--- src/rtl/instr_encoder.sv ---
// Encodes (opcode, reg, immediate) requests into 16-bit words and writes them to instruction memory.
// Latency: accept at edge N, write strobe or range-error pulse in the cycle after edge N+1.
// Backpressure: in_ready drops while a request is in flight or addr_load is asserted; one request per 3 cycles.
module instr_encoder (
    input  logic        clk,
    input  logic        rst,
    input  logic        in_valid,
    output logic        in_ready,
    input  logic [3:0]  in_opcode,
    input  logic [2:0]  in_reg,
    input  logic [15:0] in_imm,
    input  logic        addr_load,
    input  logic [15:0] addr_in,
    output logic        mem_we,
    output logic [15:0] mem_addr,
    output logic [15:0] mem_wdata,
    output logic        err_range,
    output logic [7:0]  err_count
);

    // BranchZ carries a register field and therefore only a 9-bit immediate.
    localparam logic [3:0] OP_BRZ = 4'b0100;

    typedef enum logic [1:0] {
        IDLE   = 2'd0,
        ENCODE = 2'd1,
        WRITE  = 2'd2,
        ERR    = 2'd3
    } state_t;

    state_t      state;

    // Request fields captured at the handshake; the live inputs are never used after that edge.
    logic [3:0]  op_q;
    logic [2:0]  reg_q;
    logic [15:0] imm_q;

    // Write pointer; mem_addr is a direct view of it.
    logic [15:0] wr_ptr;

    logic        is_brz;
    logic        fits_short;
    logic        fits_long;
    logic        fits;
    logic [15:0] enc_word;

    // Ready only when idle; a pointer load steals the cycle from a request.
    assign in_ready = (state == IDLE) && !addr_load;
    assign mem_addr = wr_ptr;

    // Range check and word assembly from the captured request.
    always_comb begin
        is_brz     = (op_q == OP_BRZ);
        // A value fits an n-bit signed field when all bits above the field's sign bit
        // equal that sign bit, i.e. the top bits are all ones or all zeros.
        fits_short = (&imm_q[15:8])  || !(|imm_q[15:8]);
        fits_long  = (&imm_q[15:11]) || !(|imm_q[15:11]);
        fits       = is_brz ? fits_short : fits_long;
        if (is_brz) begin
            enc_word = {OP_BRZ, reg_q, imm_q[8:0]};
        end else begin
            enc_word = {op_q, imm_q[11:0]};
        end
    end

    // Control FSM with registered write strobe, error pulse, data word, pointer and error counter.
    always_ff @(posedge clk) begin
        if (rst) begin
            state     <= IDLE;
            op_q      <= 4'h0;
            reg_q     <= 3'h0;
            imm_q     <= 16'h0000;
            wr_ptr    <= 16'h0000;
            mem_we    <= 1'b0;
            mem_wdata <= 16'h0000;
            err_range <= 1'b0;
            err_count <= 8'h00;
        end else begin
            case (state)
                IDLE: begin
                    if (addr_load) begin
                        wr_ptr <= addr_in;
                    end else if (in_valid) begin
                        op_q  <= in_opcode;
                        reg_q <= in_reg;
                        imm_q <= in_imm;
                        state <= ENCODE;
                    end
                end
                ENCODE: begin
                    if (fits) begin
                        mem_we    <= 1'b1;
                        mem_wdata <= enc_word;
                        state     <= WRITE;
                    end else begin
                        err_range <= 1'b1;
                        state     <= ERR;
                    end
                end
                WRITE: begin
                    mem_we <= 1'b0;
                    wr_ptr <= wr_ptr + 16'd1;
                    state  <= IDLE;
                end
                ERR: begin
                    err_range <= 1'b0;
                    if (err_count != 8'hFF) begin
                        err_count <= err_count + 8'd1;
                    end
                    state <= IDLE;
                end
                default: begin
                    mem_we    <= 1'b0;
                    err_range <= 1'b0;
                    state     <= IDLE;
                end
            endcase
        end
    end

endmodule

--- config.mk ---
export PLATFORM = sky130hd
export DESIGN_NAME = instr_encoder
export DESIGN_NICKNAME = d
export VERILOG_FILES = /design/src/rtl/instr_encoder.sv
export SDC_FILE = /design/constraint.sdc
export NUM_CORES = 1
export LEC_CHECK = 0
export BUFFER_PORTS_ARGS = -buffer_cell sky130_fd_sc_hd__buf_2
export CAP_MARGIN = 20
export CORE_UTILIZATION = 51
export DETAILED_ROUTE_END_ITERATION = 10
export GPL_ROUTABILITY_DRIVEN = 0
export PLACE_DENSITY = 0.82
export SYNTH_ARGS = -nofsm -noshare
export SYNTH_HDL_FRONTEND = slang
export SYNTH_SLANG_ARGS = --single-unit
export TNS_END_PERCENT = 100
--- constraint.sdc ---
create_clock -name clk -period 2.1 [get_ports clk]
set_clock_uncertainty 0.05 [all_clocks]
set_input_delay 0.42 -clock clk [delete_from_list [all_inputs] [get_ports clk]]
set_output_delay 0.42 -clock clk [all_outputs]
set_load 0.02 [all_outputs]
==> flow_summary.json <==
{
  "leakage_nw": 1.63,
  "grt_pass1_wl_um": 10800,
  "rsz0062_at_grt": "false",
  "path_max_fanout": 14,
  "final_cell_mix": "buf_2, dfxtp_1, nand2_1",
  "setup_violations": 0,
  "worst_slew_pin_slew_ns": 0.475,
  "cts_tree": "yes",
  "cellPowerDensity_nw_per_um2": 815,
  "critical_path_class": "register to output port",
  "yosys.area_share.simple_pct": 22.8,
  "syn-cell-area_um2": 2900,
  "status": "finished, final reports clean",
  "ys_seq_area_share_pct": 46.3,
  "start_kind": "register",
  "synth_compound_area_share_pct": 17.9,
  "first_pass_iters": 4,
  "n_fill_cell": 479,
  "vias": 2800,
  "drtIter0Drc": 148,
  "ys.flop_type": "dfxtp_1",
  "root_buffer": "clkbuf_8",
  "timing.fmax_mhz": 523,
  "viasPerCell": 5.51,
  "critPathCaptureType": "output port",
  "io-pin-count": 86,
  "cp.arrival_ns": 1.44,
  "clk-insertion-delay-late_ns": 0.35,
  "min_period_ns": 1.91,
  "die-width_um": 77.4,
  "die-area_um2": 5990,
  "drive_gt1_share_pct": 28.4,
  "clk_pin_slew_ns": 0.08,
  "synth_cells": 342,
  "placed_cells": 492,
  "timing.final.ws_setup_ns": 0.190,
  "fin_crit_sh_pct": 91.0,
  "relSlewSlack_pct": 68.3,
  "layout_commonest_cell": "buf_2",
  "ys_async_sr_fraction_pct": 0,
  "ir_drop_mv": 0.529,
  "setup_tns_ns": 0,
  "crit_slowest_cell": "nor3_1",
  "pre_cts_slack_ns": 0.299,
  "cts.repair.resized": 0,
  "cts-htree-levels": 3,
  "grt_pass1_vias": 2448,
  "synth_top_area_share_pct": 46.3,
  "synth.distinct_cells": 45,
  "total_power_mw": 2.97,
  "hold_buffers": 0,
  "synth_top_family_by_area": "simple AND/OR/NAND/NOR gates",
  "ant_nets": 0,
  "nets": 476,
  "route.final.wire_length_um": 6880,
  "crit_chain": "buf_4, nor3_1, buf_2",
  "synthTopCellsByArea": "dfxtp_1, nand2_1, a21oi_1",
  "synth_edf_count": 0,
  "track_usage_pct": 23.0,
  "syn-mean-instance-area_um2": 8.47,
  "portBuffers": 85,
  "rrSetupSlack_ns": 0.31,
  "wl_per_cell_um": 13.5,
  "syn_nets": 387,
  "maxSlewViolCount": 0,
  "synthXorXnorAreaFrac_pct": 2.42,
  "start_util_pct": 52.6,
  "cp_slowest_stage_delay_ns": 0.34,
  "yosys_warnings": 0,
  "hold_violations": 0,
  "maxCapViolations": 0,
  "grt_max_degree": 32,
  "diodes": 0,
  "critPathTopFamily": "buffers and inverters",
  "synthAdderAreaFrac_pct": 0.864,
  "die_height_um": 77.4,
  "drc": 0,
  "stdcell_count": 508,
  "area_delta_synth_final_pct": 25.6,
  "dp_hpwl_um": 4780,
  "cts_sinks": 67,
  "crit_buf_inv": 2,
  "cts_setup_buffers": 0,
  "cts-buffers-inserted": 9,
  "core_um2": 5510,
  "antenna_found_initial": 0,
  "hold_path.class": "input port to register",
  "required_ns": 1.63,
  "rows": 27,
  "overflow": 0,
  "muxShareOfSynthArea_pct": 5.87,
  "yosys.area.top_type": "dfxtp_1",
  "ys_seq_elements": 67,
  "cts_buffer_depth": 2
}
-- cell type report --
type	count	area (µm²)	share of cell area, %
Multi-Input combinational cell	251	1450	39.7
Sequential cell	67	1340	36.9
Timing Repair Buffer	98	523	14.4
Clock buffer	9	124	3.40
Clock inverter	7	100	2.75
Tap cell	72	90.1	2.48
Inverter	4	15.0	0.413
-- flip-flops by register name, indices dropped and copies added, names as in the netlist --
register   count
err_range      1
mem_we         1
reg_q          3
mem_wdata     16
err_count      8
mem_addr      16
imm_q         16
state          2
op_q           4
-- metal layers --
metal / global-route usage, % / routed length [µm] / vias to the layer above
met4: 12.6 / 158 / 0
li1: - / - / 1393
met2: 36.8 / 3240 / 103
met1: 28.3 / 3050 / 1289
met3: 5.53 / 431 / 15
met5: 0 / 0 / -
-- worst register-to-register path: cells and delay by family, from the launching register on --
family	cells	cell delay [ns]
AND/OR/NAND/NOR	2	0.47
multiplexers	1	0.24
AO/OA/AOI/OAI	2	0.31
buffers and inverters	1	0.27
flip-flops	1	0.35
-- cells in the mapped netlist, drive strengths merged, types with 4 or more instances --
cell and instances:
nand3 12, inv 4, and3 5, nand2 60, a21oi 43, xor2 5, nand4 6, a211oi 6
nor3 9, dfxtp 67, clkbuf 12, o21ai 9, nor2 37, mux2i 17, buf 8
-- metrics by stage --
step / utilization [%] / hold slack [ns] / cell area [µm²]
finish: 66.1 / 0.250 / 3640
global route: 66.1 / 0.247 / 3640
CTS: 66.1 / 0.238 / 3640
detailed placement: 62.0 / 0.396 / 3410
global placement: 62.0 / 0.394 / 3410
floorplan: - / 0.386 / 2900
-- cell families (layout without fill, tap and decap cells) --
kind of cell             count (synthesis)  count (layout)
AND/OR/NAND/NOR                        143             143
AO/OA/AOI/OAI                           81              81
flip-flops                              67              67
buffers and inverters                   24             118
multiplexers                            17              17
XOR/XNOR                                 8               8
adder cells (fa/ha/maj)                  2               2
-- worst paths after layout --
path	from	endpoint	cells past startpoint
setup / recovery	state[1]$_SDFFE_PP0P_	in_ready	3
hold / removal	in_imm[6]	imm_q[6]$_SDFFE_PP0P_	3
setup reg to reg	op_q[0]$_SDFFE_PP0P_	mem_wdata[0]$_SDFFE_PP0P_	6
hold reg to reg	err_range$_SDFFE_PP0P_	err_range$_SDFFE_PP0P_	2
-- report_power, final --
part | switching, mW | total [mW] | internal, mW
Sequential | 0.0633 | 1.39 | 1.33
Clock | 0.531 | 1.21 | 0.678
Combinational | 0.211 | 0.363 | 0.152
Power figures use the tool's default switching activity.
